--- src/rtl/hdu_scoreboard_if.sv ---
// Hazard-detection scoreboard bus.
// Groups the pipeline-side signals of hdu_scoreboard so that the pipeline
// (master) and the scoreboard (slave) share a single connection.
//   id_ex_memRead, id_ex_rt : load currently in EX and its destination
//   instruction2msb_in      : {opcode[5:0], rs[4:0], rt[4:0]} of the ID instruction
//   mem_ready_in            : data memory ready, 0 freezes the pipeline
//   clear_count_in          : synchronous clear of the stall counter
//   pc_wr_out, if_id_wr_out : PC and IF/ID write enables
//   flush_control_out       : bubble insert into ID/EX
//   state_out               : registered FSM state (0 RUN, 1 LOAD_STALL, 2 MEM_WAIT)
//   stall_count_out         : saturating count of load-use stall cycles
interface hdu_scoreboard_if #(
  parameter int REG_W = 5,
  parameter int CNT_W = 16
);
  logic             id_ex_memRead;
  logic [REG_W-1:0] id_ex_rt;
  logic [15:0]      instruction2msb_in;
  logic             mem_ready_in;
  logic             clear_count_in;
  logic             pc_wr_out;
  logic             if_id_wr_out;
  logic             flush_control_out;
  logic [1:0]       state_out;
  logic [CNT_W-1:0] stall_count_out;

  modport master (
    output id_ex_memRead, id_ex_rt, instruction2msb_in, mem_ready_in, clear_count_in,
    input  pc_wr_out, if_id_wr_out, flush_control_out, state_out, stall_count_out
  );

  modport slave (
    input  id_ex_memRead, id_ex_rt, instruction2msb_in, mem_ready_in, clear_count_in,
    output pc_wr_out, if_id_wr_out, flush_control_out, state_out, stall_count_out
  );
endinterface

--- src/rtl/hdu_scoreboard.sv ---
// Load-use hazard detection unit with a producer scoreboard.
// A load in EX plus the loads of the last LOAD_LAT-1 advancing cycles form
// the producer set; an ID instruction reading one of those registers stalls
// the front end and inserts a bubble. A memory-not-ready cycle freezes the
// whole pipeline instead (no bubble, scoreboard held).
// Ports:
//   clock : rising-edge clock
//   reset : asynchronous, active-high
//   hif   : hdu_scoreboard_if.slave (see interface header for signal list)
// Parameters: REG_W register-address width, LOAD_LAT load-use distance (1..4),
//   CNT_W stall-counter width, BRANCH_ONLY=1 limits checking to beq (opcode 4).
module hdu_scoreboard #(
  parameter int REG_W       = 5,
  parameter int LOAD_LAT    = 1,
  parameter int CNT_W       = 16,
  parameter int BRANCH_ONLY = 0
) (
  input  logic               clock,
  input  logic               reset,
  hdu_scoreboard_if.slave    hif
);

  typedef enum logic [1:0] {
    RUN        = 2'd0,
    LOAD_STALL = 2'd1,
    MEM_WAIT   = 2'd2
  } state_t;

  localparam int PD = (LOAD_LAT > 1) ? LOAD_LAT - 1 : 1;

  function automatic logic [CNT_W-1:0] sat_inc(input logic [CNT_W-1:0] v);
    return (&v) ? v : v + CNT_W'(1);
  endfunction

  logic [5:0]       opcode;
  logic [REG_W-1:0] id_rs;
  logic [REG_W-1:0] id_rt;
  logic             uses_rs;
  logic             uses_rt;
  logic             ex_vld;
  logic             ex_hit_rs;
  logic             ex_hit_rt;
  logic             pend_hit_rs;
  logic             pend_hit_rt;
  logic             hazard_any;
  logic             hazard;

  state_t           state_q;
  state_t           state_d;
  logic             pc_wr;
  logic             flush;
  logic [CNT_W-1:0] stall_cnt;

  // ---- ID decode and EX-stage producer ----
  assign opcode  = hif.instruction2msb_in[15:10];
  assign id_rs   = REG_W'(hif.instruction2msb_in[9:5]);
  assign id_rt   = REG_W'(hif.instruction2msb_in[4:0]);
  assign uses_rs = !((opcode == 6'd2) || (opcode == 6'd3));
  assign uses_rt = (opcode == 6'd0) || (opcode == 6'd4) || (opcode == 6'd5) || (opcode == 6'd43);

  // Register 0 is hardwired, so a load into it never produces anything.
  assign ex_vld    = hif.id_ex_memRead && (hif.id_ex_rt != '0);
  assign ex_hit_rs = ex_vld && (hif.id_ex_rt == id_rs);
  assign ex_hit_rt = ex_vld && (hif.id_ex_rt == id_rt);

  // ---- pending-load shift register (loads past EX, still in flight) ----
  if (LOAD_LAT > 1) begin : g_pend
    logic [PD-1:0]    pend_vld;
    logic [REG_W-1:0] pend_reg [PD];

    always_ff @(posedge clock or posedge reset) begin
      if (reset) begin
        pend_vld <= '0;
      end else if (hif.mem_ready_in) begin
        pend_vld[0] <= ex_vld;
        for (int i = 1; i < PD; i++) pend_vld[i] <= pend_vld[i-1];
      end
    end

    // Register fields need no reset: they are qualified by pend_vld.
    always_ff @(posedge clock) begin
      if (hif.mem_ready_in) begin
        pend_reg[0] <= hif.id_ex_rt;
        for (int i = 1; i < PD; i++) pend_reg[i] <= pend_reg[i-1];
      end
    end

    always_comb begin
      pend_hit_rs = 1'b0;
      pend_hit_rt = 1'b0;
      for (int i = 0; i < PD; i++) begin
        if (pend_vld[i] && (pend_reg[i] != '0) && (pend_reg[i] == id_rs)) pend_hit_rs = 1'b1;
        if (pend_vld[i] && (pend_reg[i] != '0) && (pend_reg[i] == id_rt)) pend_hit_rt = 1'b1;
      end
    end
  end else begin : g_no_pend
    assign pend_hit_rs = 1'b0;
    assign pend_hit_rt = 1'b0;
  end

  assign hazard_any = (uses_rs && (ex_hit_rs || pend_hit_rs)) ||
                      (uses_rt && (ex_hit_rt || pend_hit_rt));
  assign hazard     = (BRANCH_ONLY != 0) ? (hazard_any && (opcode == 6'd4)) : hazard_any;

  // ---- control FSM ----
  always_ff @(posedge clock or posedge reset) begin
    if (reset) state_q <= RUN;
    else       state_q <= state_d;
  end

  // A memory freeze outranks a hazard: nothing moves, so no bubble either.
  always_comb begin
    state_d = RUN;
    pc_wr   = 1'b1;
    flush   = 1'b0;
    if (!hif.mem_ready_in) begin
      state_d = MEM_WAIT;
      pc_wr   = 1'b0;
    end else if (hazard) begin
      state_d = LOAD_STALL;
      pc_wr   = 1'b0;
      flush   = 1'b1;
    end
  end

  // ---- stall statistics ----
  always_ff @(posedge clock or posedge reset) begin
    if (reset)                   stall_cnt <= '0;
    else if (hif.clear_count_in) stall_cnt <= '0;
    else if (flush)              stall_cnt <= sat_inc(stall_cnt);
  end

  assign hif.pc_wr_out         = pc_wr;
  assign hif.if_id_wr_out      = pc_wr;
  assign hif.flush_control_out = flush;
  assign hif.state_out         = state_q;
  assign hif.stall_count_out   = stall_cnt;

endmodule

--- src/flat_wrapper.sv ---
// flat-port wrapper written by rule: the top's interface ports become plain ports
module hdu_scoreboard_flat 
#(
  parameter int REG_W       = 5,
  parameter int LOAD_LAT    = 1,
  parameter int CNT_W       = 16,
  parameter int BRANCH_ONLY = 0
)
  (clock, reset, hif_id_ex_memRead, hif_id_ex_rt, hif_instruction2msb_in, hif_mem_ready_in, hif_clear_count_in, hif_pc_wr_out, hif_if_id_wr_out, hif_flush_control_out, hif_state_out, hif_stall_count_out);
  hdu_scoreboard_if #(.REG_W(REG_W), .CNT_W(CNT_W)) hif_i ();
  input  logic clock;
  input  logic reset;
  input wire logic [$bits(hif_i.id_ex_memRead)-1:0] hif_id_ex_memRead;
  input wire logic [$bits(hif_i.id_ex_rt)-1:0] hif_id_ex_rt;
  input wire logic [$bits(hif_i.instruction2msb_in)-1:0] hif_instruction2msb_in;
  input wire logic [$bits(hif_i.mem_ready_in)-1:0] hif_mem_ready_in;
  input wire logic [$bits(hif_i.clear_count_in)-1:0] hif_clear_count_in;
  output wire logic [$bits(hif_i.pc_wr_out)-1:0] hif_pc_wr_out;
  output wire logic [$bits(hif_i.if_id_wr_out)-1:0] hif_if_id_wr_out;
  output wire logic [$bits(hif_i.flush_control_out)-1:0] hif_flush_control_out;
  output wire logic [$bits(hif_i.state_out)-1:0] hif_state_out;
  output wire logic [$bits(hif_i.stall_count_out)-1:0] hif_stall_count_out;
  assign hif_i.id_ex_memRead = hif_id_ex_memRead;
  assign hif_i.id_ex_rt = hif_id_ex_rt;
  assign hif_i.instruction2msb_in = hif_instruction2msb_in;
  assign hif_i.mem_ready_in = hif_mem_ready_in;
  assign hif_i.clear_count_in = hif_clear_count_in;
  assign hif_pc_wr_out = hif_i.pc_wr_out;
  assign hif_if_id_wr_out = hif_i.if_id_wr_out;
  assign hif_flush_control_out = hif_i.flush_control_out;
  assign hif_state_out = hif_i.state_out;
  assign hif_stall_count_out = hif_i.stall_count_out;
  hdu_scoreboard #(.REG_W(REG_W), .LOAD_LAT(LOAD_LAT), .CNT_W(CNT_W), .BRANCH_ONLY(BRANCH_ONLY)) u_core (.clock(clock), .reset(reset), .hif(hif_i));
endmodule
--- config.mk ---
export PLATFORM = sky130hd
export DESIGN_NAME = hdu_scoreboard_flat
export DESIGN_NICKNAME = d
export VERILOG_FILES = /design/src/rtl/hdu_scoreboard_if.sv /design/src/rtl/hdu_scoreboard.sv /design/src/flat_wrapper.sv
export SDC_FILE = /design/constraint.sdc
export NUM_CORES = 1
export LEC_CHECK = 0
export ABC_CLOCK_PERIOD_IN_PS = 4100
export BUFFER_PORTS_ARGS = -buffer_cell sky130_fd_sc_hd__buf_4
export CORE_MARGIN = 1
export CORE_UTILIZATION = 47
export DETAILED_ROUTE_END_ITERATION = 6
export PLACE_DENSITY = 0.74
export SYNTH_ARGS = -nofsm -noshare
export SYNTH_HDL_FRONTEND = slang
export SYNTH_SLANG_ARGS = --single-unit
--- constraint.sdc ---
create_clock -name clock -period 4.1 [get_ports clock]
set_clock_uncertainty 0.15 [all_clocks]
set_input_delay 0.82 -clock clock [delete_from_list [all_inputs] [get_ports clock]]
set_output_delay 0.82 -clock clock [all_outputs]
set_load 0.02 [all_outputs]
=== After elaboration in Yosys (flattened, before gate mapping) ===
Cells that the tools add are included.

* Flip-flop bits (word level): 18
* Output and inout bits: 21
* Word-level logic and storage cells: 36

* Add/subtract/negate cells: 1
* Eq/ne operators: 8
* Multiplexer cells: 9
* Reduce and logical (&&, ||, !) cells: 16

{| class="wikitable"
|+ Operators with widths
! cell !! count
|-
| $mux W16 || 3
|-
| $add A16 B1 Y16 const B || 1
|-
| $reduce_and A16 Y1 || 1
|-
| $eq A6 B2 Y1 const B || 2
|-
| $eq A6 B3 Y1 const B || 2
|-
| $eq A5 B5 Y1 || 2
|-
| $eq A6 B6 Y1 const B || 1
|-
| $logic_not A6 Y1 || 1
|-
| $logic_and A1 B1 Y1 || 5
|-
| $logic_or A1 B1 Y1 || 5
|-
| $mux W1 || 5
|-
| $reduce_bool A5 Y1 || 1
|-
| $mux W2 || 1
|-
| $ne A2 B2 Y1 const B || 1
|-
| $reduce_and A2 Y1 || 1
|-
| $reduce_bool A2 Y1 || 1
|-
| $logic_not A1 Y1 || 1
|}

=== Longest topological paths before layout ===
Gate-level depths: netlist of run 1.

* Word-level depth: 10
* Mapped depth: 9
* Mapped depth without buffers: 7

=== Least setup slack after synthesis of run 1 ===
No wires, ideal clock.

* Kind: input to output
* Start point: input port hif_id_ex_rt[0]
* End point: output port hif_pc_wr_out
* Data arrival time: 2.471 ns
* Setup slack: 0.659 ns
* Stages on the path: 5
* Cells stage by stage: or4_4 > o21a_1 > and4_4 > nor3_1 > buf_4

* Longest elaborated chain between the ends: 7

{| class="wikitable"
|+ RTL lines
! what !! RTL line !! text
|-
| start, declared || flat_wrapper.sv:14 || <nowiki>input wire logic [$bits(hif_i.id_ex_rt)-1:0] hif_id_ex_rt;</nowiki>
|-
| $reduce_bool A5 Y1 || hdu_scoreboard.sv:62 || <nowiki>assign ex_vld = hif.id_ex_memRead && (hif.id_ex_rt != '0);</nowiki>
|-
| $logic_and A1 B1 Y1 || hdu_scoreboard.sv:62 ||
|-
| $logic_and A1 B1 Y1 (on tied branches) || hdu_scoreboard.sv:63, hdu_scoreboard.sv:64 ||
|-
| $logic_and A1 B1 Y1 (on tied branches) || hdu_scoreboard.sv:101, hdu_scoreboard.sv:102 ||
|-
| $logic_or A1 B1 Y1 (*) || hdu_scoreboard.sv:101 || <nowiki>assign hazard_any = (uses_rs && (ex_hit_rs || pend_hit_rs)) ||</nowiki>
|-
| $mux W1 (*) || hdu_scoreboard.sv:119 || <nowiki>end else if (hazard) begin</nowiki>
|-
| $mux W1 (*) || hdu_scoreboard.sv:116 || <nowiki>if (!hif.mem_ready_in) begin</nowiki>
|-
| end, declared || flat_wrapper.sv:18 || <nowiki>output wire logic [$bits(hif_i.pc_wr_out)-1:0] hif_pc_wr_out;</nowiki>
|}

Mark *: on every way between the ends. The rest lies on a longest branch, timed or not.

=== Worst setup path after layout of run 1 ===
* Start point: input port hif_id_ex_rt[0]
* End point: output port hif_if_id_wr_out

* Longest elaborated chain between the ends: 7

{| class="wikitable"
|+ RTL lines
! what !! RTL line !! text
|-
| $reduce_bool A5 Y1 || hdu_scoreboard.sv:62 ||
|-
| $logic_and A1 B1 Y1 || hdu_scoreboard.sv:62 ||
|-
| $logic_and A1 B1 Y1 (on tied branches) || hdu_scoreboard.sv:63, hdu_scoreboard.sv:64 ||
|-
| $logic_and A1 B1 Y1 (on tied branches) || hdu_scoreboard.sv:101, hdu_scoreboard.sv:102 ||
|-
| $logic_or A1 B1 Y1 (*) || hdu_scoreboard.sv:101 ||
|-
| $mux W1 (*) || hdu_scoreboard.sv:119 ||
|-
| $mux W1 (*) || hdu_scoreboard.sv:116 ||
|-
| end, declared || flat_wrapper.sv:19 || <nowiki>output wire logic [$bits(hif_i.if_id_wr_out)-1:0] hif_if_id_wr_out;</nowiki>
|}

Marks and branches as above.

==> flow_metrics.env, run 1 <==
export IMPL_grt_max_degree=28
export IMPL_cpPeakStageDelay_ns=0.54
export IMPL_critPathKind="in -> out"
export IMPL_ant_nets=0
export IMPL_slew_headroom_pct=42.0
export IMPL_drc=0
export IMPL_drt_iter0_drc=28
export IMPL_synth_top_area_cell="dfrtp_1"
export IMPL_wl_per_cell_um=14.5
export IMPL_hold_class="reg -> reg"
export IMPL_critical_path_required_ns=3.13
export IMPL_irDropWorstVdd_mv=0.168
export IMPL_syn_area_mm2=0.00131
export IMPL_dpl_cell_area_mm2=0.00162
export IMPL_core_mm2=0.00254
export IMPL_cpMostUsedCell="buf_4"
export IMPL_synth_avg_cell_area_um2=9.42
export IMPL_startpoint_type="input pin"
export IMPL_dominantRegCellSynth="dfrtp_1"
export IMPL_final_net_count=211
export IMPL_die_area_mm2=0.00300
export IMPL_met2WireLength_um=1580
export IMPL_stdcell_area_mm2=0.00164
export IMPL_via_per_inst=6.02
export IMPL_r2r_start="u_core.hif.stall_count_out[0]"
export IMPL_synth_seq_cells=18
export IMPL_place_congestion=0.796
export IMPL_finalSetupViolCount=0
export IMPL_tns_ns=0
export IMPL_synthCells=139
export IMPL_start_util_pct=51.5
export IMPL_crit_path_top_delay_cell="or4_4"
export IMPL_fin_crit_ns=3.23
export IMPL_crit_path_end_kind="output pin"
export IMPL_die_w_um=54.8
export IMPL_hold_viol=0
export IMPL_grt_overflow_total=0
export IMPL_grt_pass1_wl_um=4930
export IMPL_pin_count=47
export IMPL_p_seq_share_pct=54.9
export IMPL_pwr_share_clk_pct=27.4
export IMPL_syn_num_nets=166
export IMPL_wl_um=3080
export IMPL_crit_arrival_ns=2.26
export IMPL_portBuffers=46
export IMPL_worst_pin_slew_ns=0.868
export IMPL_drive_gt1_share_pct=37.9
export IMPL_fill_cells=221
export IMPL_finalMaxSlewViolations=0
export IMPL_antenna_found_initial=0
export IMPL_synth_area_leaders="dfrtp_1 34%, or4_1 5.2%, xor2_1 4.0%, a21oi_1 3.8%, nand3_1 3.8%"
export IMPL_min_from="u_core.hif.stall_count_out[14]"
export IMPL_clock_sinks=18
export IMPL_clkLatencyLatePin_ns=0.30
export IMPL_path_clk_slew_ns=0.10
export IMPL_cts_root_buf="clkbuf_4"
export IMPL_max_clock_path_buffers=2
export IMPL_fmax_mhz=310
export IMPL_cap_violations=0
export IMPL_vias=1277
export IMPL_cts_resized_gates=0
export IMPL_swShare_pct=26.3
export IMPL_async_flop_share_pct=100
export IMPL_yosys_warnings=0
export IMPL_synth_distinct_cells=41
export IMPL_row_count=18
export IMPL_hold_buffers=0
export IMPL_critPathTopFamily="simple AND/OR/NAND/NOR gates"
export IMPL_post_cts_buffers=0
export IMPL_rsz0062_at_grt="false"
export IMPL_wl_met3_um=194
export IMPL_switchingPower_uw=85.5
export IMPL_cts_tree="built"
export IMPL_fp_dieH_um=54.8
export IMPL_numCtsBuffers=3
export IMPL_top_layer="met4"
export IMPL_syn2layout_area_growth_pct=25.0
export IMPL_diodes=0
export IMPL_cell_internal_pwr_uw=240
export IMPL_grt_use_total_pct=23.2
export IMPL_seq_area_frac_synth_pct=34.4
export IMPL_worst_path_buf_inv=2
export IMPL_status="finished, final reports clean"
export IMPL_drt_pass1_iter_count=4
export IMPL_p_comb_share_pct=17.8
export IMPL_htreeDepth=1
export IMPL_synth_enable_flop_cells=0
export IMPL_synth_top_area_share_pct=34.4
export IMPL_post_route_period_util_pct=78.8
export IMPL_power_leakage_uw=0.000689
export IMPL_yosys_cell_count_top_type="dfrtp_1"
export IMPL_p_per_area_mw_per_mm2=199
export IMPL_grt_pass1_vias=1091
export IMPL_crit_chain="buf_4 > or4_4 > o21a_1 > and4_4 > nor3_1 > buf_4"
export IMPL_wl_met1_um=1290
export IMPL_synthTopCellsByCount="18 x dfrtp_1, 10 x a21oi_1, 10 x nand3_1, 9 x or4_1, 8 x nand2_1"
export IMPL_critical_path_max_fanout=3
export IMPL_dp_hpwl_um=2350
export IMPL_critical_path_startpoint="hif_id_ex_rt[0]"
-- stage by stage --
stage,util (%),setup WS (ns),hold WS [ns],power [uW],std cells
after global routing,64.4,0.693,0.458,340,212
final,64.4,0.870,0.426,325,212
after global placement,63.5,0.901,0.398,239,209
after floorplan,-,0.659,0.483,215,139
after detailed placement,63.5,0.861,0.409,240,209
after CTS,64.4,0.861,0.432,328,212
-- area by class of cell --
cell class / count / area (um^2) / share of cell area [%]
multi-input combinational: 109 / 756 / 46.1
timing repair buffer: 47 / 353 / 21.5
clock buffer: 3 / 22.5 / 1.38
inverter: 5 / 18.8 / 1.15
sequential: 18 / 450 / 27.5
tap: 30 / 37.5 / 2.29
-- worst paths after layout --
path	endpoint	slack [ns]	depth (start not counted)
setup / recovery	hif_if_id_wr_out	0.87	6
hold / removal	u_core.hif.stall_count_out[14]	0.43	2
setup reg to reg	u_core.hif.stall_count_out[13]	1.18	7
hold reg to reg	u_core.hif.stall_count_out[14]	0.43	2
max in group asynchronous	u_core.hif.stall_count_out[4]	2.92	2
min in group asynchronous	u_core.hif.stall_count_out[3]	0.46	2
-- worst register-to-register path: cells and delay by family, from the launching register on --
kind / cells / cell delay, ns
simple gates: 5 / 1.62
flops: 1 / 0.47
fa+ha+maj: 1 / 0.25
mux: 1 / 0.31
-- layer usage --
| metal | up-vias | global-route usage (%) |
|---|---|---|
| li1 | 615 | - |
| met1 | 608 | 29.9 |
| met2 | 48 | 38.4 |
| met3 | 6 | 5.83 |
| met4 | 0 | 5.98 |
| met5 | - | 0 |
-- power by group through the flow --
stage | Sequential [uW] | Combinational [uW] | Clock (uW)
3_3_place_gp | 182 | 57.4 | 0
3_5_place_dp | 182 | 58.3 | 0
6_report | 178 | 57.9 | 89.0
4_1_cts | 178 | 58.4 | 91.0
5_1_grt | 179 | 64.4 | 97.1
2_1_floorplan | 183 | 32.3 | 0
-- sequential cells by signal (all words and copies together), names as in the netlist --
| signal | cells |
|---|---|
| u_core.hif.stall_count_out | 16 |
| u_core.hif.state_out | 2 |
-- cell families after synthesis --
family | synth area share [%]
AOI/OAI and AO/OA | 18.3
xor gates and xnor gates | 6.69
adders and majority gates | 0.955
buffers and inverters | 7.93
DFF | 34.4
muxes | 2.48
and+or+nand+nor | 29.2
-- cells in the final DEF (no fill, tap or decap), types with 3 or more instances in the layout --
| cell | count |
|---|---|
| buf_4 | 47 |
| dfrtp_1 | 18 |
| nand3_1 | 10 |
| a21oi_1 | 10 |
| or4_1 | 9 |
| nand2_1 | 8 |
| nor2_1 | 7 |
| xor2_1 | 6 |
| inv_1 | 5 |
| nor3_1 | 5 |
| o31ai_1 | 5 |
| and3_1 | 4 |
| xnor2_1 | 4 |
| nor4_1 | 4 |
| o31ai_2 | 4 |
| a21oi_2 | 4 |
| clkbuf_4 | 3 |
No activity file was read; power rests on OpenSTA's default activity.
==> inputs of run 2 (changes only) <==
Settings changed: ABC_CLOCK_PERIOD_IN_PS 4100 to 3150.
Clock period 4.1 ns to 3.15 ns, I/O delays scaled along.
==> run 2 against run 1 <==
Critical path depth stayed put. Clock-buffer cell count increased by 1. Sequential cell count did not move. Sequential power up 30%. Die area unchanged. Power is 41% higher. Largest power group unchanged.
==> flow_metrics.env, run 2 (same netlist as run 1, synthesis figures left out) <==
export IMPL_fp_dieH_um=54.8
export IMPL_finalMaxSlewViolations=0
export IMPL_path_clk_slew_ns=0.11
export IMPL_vias=1276
export IMPL_antenna_found_initial=0
export IMPL_hold_viol=0
export IMPL_grt_pass1_vias=1048
export IMPL_r2r_start="u_core.hif.stall_count_out[0]"
export IMPL_reg2regPathDepth=8
export IMPL_drc=0
export IMPL_power_leakage_uw=0.000711
export IMPL_core_mm2=0.00254
export IMPL_grt_use_total_pct=22.5
export IMPL_diodes=0
export IMPL_fmax_mhz=347
export IMPL_drt_pass1_iter_count=4
export IMPL_tns_ns=0
export IMPL_power_total_uw=460
export IMPL_r2r_end="u_core.hif.stall_count_out[7]"
export IMPL_clkLatencyLatePin_ns=0.30
export IMPL_place_congestion=0.775
export IMPL_irDropWorstVdd_mv=0.235
export IMPL_post_cts_buffers=0
export IMPL_crit_arrival_ns=2.10
export IMPL_cts_resized_gates=0
export IMPL_clock_sinks=18
export IMPL_startpoint_type="input pin"
export IMPL_r2r_slack_ns=0.63
export IMPL_start_util_pct=51.5
export IMPL_post_route_period_util_pct=91.4
export IMPL_critical_path_required_ns=2.37
export IMPL_critPathKind="in -> out"
export IMPL_grt_overflow_total=0
export IMPL_worst_pin_slew_ns=0.700
export IMPL_max_clock_path_buffers=2
export IMPL_hold_class="in -> async"
export IMPL_cap_violations=0
export IMPL_dp_hpwl_um=2350
export IMPL_wl_per_cell_um=14.6
export IMPL_crit_path_end_kind="output pin"
export IMPL_die_w_um=54.8
export IMPL_final_net_count=214
export IMPL_drive_gt1_share_pct=39.2
export IMPL_rsz0062_at_grt="false"
export IMPL_status="finished, final reports clean"
export IMPL_numCtsBuffers=3
export IMPL_via_per_inst=5.91
export IMPL_syn2layout_area_growth_pct=27.8
export IMPL_final_common_cell="buf_4"
export IMPL_htreeDepth=1
export IMPL_grt_max_degree=19
export IMPL_fin_crit_ns=2.88
export IMPL_fill_cells=218
export IMPL_portBuffers=46
export IMPL_pin_count=47
export IMPL_hold_buffers=0
export IMPL_cts_root_buf="clkbuf_4"
export IMPL_grt_pass1_wl_um=4790
export IMPL_ant_nets=0
export IMPL_drt_iter0_drc=23
export IMPL_row_count=18
export IMPL_p_per_area_mw_per_mm2=275
export IMPL_wl_um=3150
export IMPL_finalSetupViolCount=0
export IMPL_slew_headroom_pct=53.3
export IMPL_largest_reg_flops=16
export IMPL_layout_common_cells="50 x buf_4, 18 x dfrtp_1, 10 x nand3_1, 10 x a21oi_1, 9 x or4_1"
export IMPL_die_area_mm2=0.00300
export IMPL_cts_tree="built"
export IMPL_critical_path_max_fanout=3
## run 2: changes by cell type in the layout (fill, tap and decap cells not counted), sizes merged
| cell | delta |
|---|---|
| buf | +3 |
| clkbuf | +1 |
## run 2: through the flow
stage / area [um^2] / utilization, % / hold WS (ns) / instances / worst slack, ns
3_3_place_gp: 1640 / 64.4 / 0.396 / 212 / 0.323
5_1_grt: 1670 / 65.8 / 0.328 / 216 / 0.167
4_1_cts: 1670 / 65.8 / 0.301 / 216 / 0.268
6_report: 1670 / 65.8 / 0.276 / 216 / 0.270
3_5_place_dp: 1640 / 64.4 / 0.417 / 212 / 0.262
2_1_floorplan: 1310 / - / 0.419 / 139 / 0.0887
## run 2: worst max-delay path by stage
stage | start | to | depth (start not counted)
6_report | hif_id_ex_rt[0] | hif_if_id_wr_out | 6
3_5_place_dp | hif_id_ex_rt[0] | u_core.hif.stall_count_out[13] | 8
5_1_grt | hif_id_ex_rt[0] | hif_if_id_wr_out | 6
4_1_cts | hif_id_ex_rt[0] | hif_if_id_wr_out | 6
2_1_floorplan | hif_id_ex_rt[0] | hif_pc_wr_out | 5
3_3_place_gp | hif_id_ex_rt[0] | hif_pc_wr_out | 6
## run 2: per-layer routing
layer | vias up | share of wire, % | GRT usage, %
met2 | 36 | 45 | 35.9
li1 | 624 | - | -
met4 | 0 | 0.98 | 6.41
met3 | 5 | 5.7 | 5.00
met1 | 611 | 48 | 30.0
met5 | - | 0 | 0
## run 2: final cells by class
type / instances / area, um^2 / share of cell area (%)
Timing Repair Buffer: 50 / 375 / 22.4
Tap cell: 30 / 37.5 / 2.24
Multi-Input combinational cell: 109 / 756 / 45.1
Sequential cell: 18 / 450 / 26.9
Inverter: 5 / 18.8 / 1.12
Clock buffer: 4 / 36.3 / 2.17
## run 2: where the power goes
| part | total [uW] | switching (uW) | internal [uW] |
|---|---|---|---|
| combinational | 77.1 | 40.2 | 36.8 |
| clock | 150 | 79.8 | 70.6 |
| sequential | 232 | 0.484 | 232 |
## run 2: worst max-delay path: stages
cell     delay, ns
buf_4         0.13
or4_4         0.53
o21ai_1       0.23
nor4b_2       0.11
nor3_1        0.27
buf_4         0.20
==> inputs of run 3 (changes only) <==
Settings changed: ABC_AREA set to 1.
==> run 3 against run 2 <==
Sequential power increased by 5%. Combinational power up 36%. Worst setup slack better by 0.40 ns. First-iteration DRC count is 43% higher. Fmax grew 16%. Non-clock buffer count shrank 4. Critical endpoint unchanged. Largest cell class unchanged.
==> flow_metrics.env, run 3 <==
export IMPL_seq_area_frac_synth_pct=33.0
export IMPL_portBuffers=46
export IMPL_grt_overflow_total=0
export IMPL_synth_avg_cell_area_um2=6.53
export IMPL_fin_hold_ws_ns=0.280
export IMPL_hold_buffers=0
export IMPL_grt_pass1_vias=1216
export IMPL_yosys_warnings=0
export IMPL_antenna_found_initial=0
export IMPL_pwr_share_clk_pct=25.1
export IMPL_tns_ns=0
export IMPL_vias=1374
export IMPL_synth_distinct_cells=25
export IMPL_die_area_mm2=0.00312
export IMPL_dp_hpwl_um=2390
export IMPL_rsz0062_at_grt="false"
export IMPL_place_congestion=0.799
export IMPL_synth_seq_cells=18
export IMPL_syn_area_mm2=0.00137
export IMPL_post_route_period_util_pct=78.8
export IMPL_synthTopCellsByCount="71 x nand2_1, 28 x nor2_1, 25 x nand3_1, 23 x inv_1, 18 x dfrtp_1"
export IMPL_core_mm2=0.00276
export IMPL_switchingPower_uw=136
export IMPL_p_seq_share_pct=52.3
export IMPL_fmax_mhz=403
export IMPL_dpl_cell_area_mm2=0.00171
export IMPL_via_per_inst=4.86
export IMPL_cap_violations=0
export IMPL_numCtsBuffers=3
export IMPL_die_w_um=55.9
export IMPL_cts_root_buf="clkbuf_4"
export IMPL_clkLatencyLatePin_ns=0.30
export IMPL_synth_top_area_share_pct=33.0
export IMPL_hold_viol=0
export IMPL_critPathTopFamily="simple AND/OR/NAND/NOR gates"
export IMPL_cpPeakStageDelay_ns=0.28
export IMPL_critical_path_required_ns=2.37
export IMPL_p_per_area_mw_per_mm2=269
export IMPL_worst_path_buf_inv=2
export IMPL_max_clock_path_buffers=2
export IMPL_final_common_cell="nand2_1"
export IMPL_start_util_pct=49.5
export IMPL_cell_internal_pwr_uw=329
export IMPL_fill_cells=266
export IMPL_final_net_count=281
export IMPL_irDropWorstVdd_mv=0.348
export IMPL_ant_nets=0
export IMPL_grt_use_total_pct=21.8
export IMPL_grt_max_degree=24
export IMPL_cts_resized_gates=0
export IMPL_path_clk_slew_ns=0.10
export IMPL_crit_path_top_delay_cell="or2_2"
export IMPL_synth_area_leaders="dfrtp_1 33%, nand2_1 20%, nand3_1 9.2%, nor2_1 7.7%, inv_1 6.3%"
export IMPL_syn2layout_area_growth_pct=26.8
export IMPL_finalCoreUtilization_pct=62.7
export IMPL_hold_class="in -> async"
export IMPL_htreeDepth=1
export IMPL_clock_sinks=18
export IMPL_diodes=0
export IMPL_synth_enable_flop_cells=0
export IMPL_cts_tree="built"
export IMPL_row_count=19
export IMPL_syn_num_nets=236
export IMPL_worst_pin_slew_ns=0.742
export IMPL_pin_count=47
export IMPL_swShare_pct=29.2
export IMPL_grt_pass1_wl_um=5380
export IMPL_status="finished, final reports clean"
export IMPL_largest_reg_flops=16
export IMPL_yosys_cell_count_top_type="nand2_1"
export IMPL_fin_crit_ns=2.48
export IMPL_crit_path_end_kind="output pin"
export IMPL_crit_arrival_ns=1.70
export IMPL_finalMaxSlewViolations=0
export IMPL_slew_headroom_pct=50.4
export IMPL_async_flop_share_pct=100
export IMPL_wl_um=3200
export IMPL_cpMostUsedCell="nor2_1"
export IMPL_critical_path_max_fanout=3
export IMPL_post_cts_buffers=0
export IMPL_drt_pass1_iter_count=4
export IMPL_power_leakage_uw=0.000942
export IMPL_critPathKind="in -> out"
export IMPL_drt_iter0_drc=33
export IMPL_startpoint_type="input pin"
export IMPL_drive_gt1_share_pct=23.4
export IMPL_p_comb_share_pct=22.6
export IMPL_stdcell_area_mm2=0.00173
export IMPL_layout_common_cells="71 x nand2_1, 46 x buf_4, 28 x nor2_1"
export IMPL_finalSetupViolCount=0
export IMPL_drc=0
export IMPL_wl_per_cell_um=11.3
export IMPL_synth_top_area_cell="dfrtp_1"
export IMPL_dominantRegCellSynth="dfrtp_1"
export IMPL_fp_dieH_um=55.9
export IMPL_crit_chain="buf_4 > or2_2 > nor2_1 > nor2_1 > nand3_1 > nand2_1 > nor2_1 > buf_4"
export IMPL_synthCells=209
[run 3: cell types whose count changed after synthesis, sizes merged, moves of 3 or more]
cell | before | now
nand2 | 8 | 73
xnor2 | 4 | 7
and3 | 5 | 0
xor2 | 6 | 2
nor2 | 8 | 31
a21oi | 14 | 8
nor4 | 4 | 0
inv | 5 | 23
o31ai | 9 | 0
or4 | 10 | 0
nand3 | 10 | 29
[run 3: metal layers]
metal / vias to the layer above / GRT usage [%] / share of wire (%)
li1: 741 / - / -
met1: 597 / 28.1 / 47
met2: 31 / 37.0 / 48
met3: 5 / 4.65 / 4.3
met4: 0 / 6.27 / 1.1
met5: - / 0 / 0
[run 3: worst paths after layout]
kind / from / endpoint / slack (ns) / cells after the start
max: hif_instruction2msb_in[13] / hif_if_id_wr_out / 0.67 / 8
min: reset / u_core.hif.stall_count_out[2] / 0.28 / 2
max reg2reg: u_core.hif.stall_count_out[0] / u_core.hif.stall_count_out[9] / 1.04 / 10
min reg2reg: u_core.hif.stall_count_out[1] / u_core.hif.stall_count_out[1] / 0.43 / 2
max in group asynchronous: reset / u_core.hif.stall_count_out[11] / 2.13 / 2
min in group clock: hif_mem_ready_in / u_core.hif.state_out[1] / 0.38 / 2
[run 3: cell type report]
class / instances / area, um^2 / area share [%]
clock buffer: 3 / 22.5 / 1.30
inverter: 23 / 86.3 / 4.99
multi-input combinational: 162 / 787 / 45.5
sequential: 18 / 450 / 26.0
tap: 31 / 38.8 / 2.24
timing repair buffer: 46 / 345 / 20.0
[run 3: per-stage QoR]
step	setup WS [ns]	std cells	power, uW
2_1_floorplan	0.593	209	305
3_3_place_gp	0.680	280	351
3_5_place_dp	0.656	280	353
4_1_cts	0.648	283	468
5_1_grt	0.560	283	487
6_report	0.668	283	465
[run 3: power by group through the flow]
stage | Combinational (uW) | Clock, uW | Sequential [uW]
after global routing | 117 | 126 | 244
final | 105 | 117 | 243
after global placement | 103 | 0 | 247
after floorplan | 51.2 | 0 | 254
after CTS | 106 | 119 | 243
after detailed placement | 105 | 0 | 248
[run 3: kinds of logic after synthesis]
logic type	after synthesis	share of synthesized area (%)
and+or+nand+nor	140	46.4
buffers and inverters	29	9.35
DFF	18	33.0
AOI/OAI and AO/OA	12	4.58
xor gates and xnor gates	9	5.77
adders and majority gates	1	0.916
[run 3: worst reg2reg max path, stage by stage (launching register included)]
cell and delay, ns:
dfrtp_1 0.43, ha_1 0.23, nand3_2 0.15, nor2_4 0.14, nand3_2 0.09, nor2_4 0.12, nand3_2 0.11, nand3_4 0.23
nand2_4 0.18, nand2_1 0.12, nand2_1 0.05
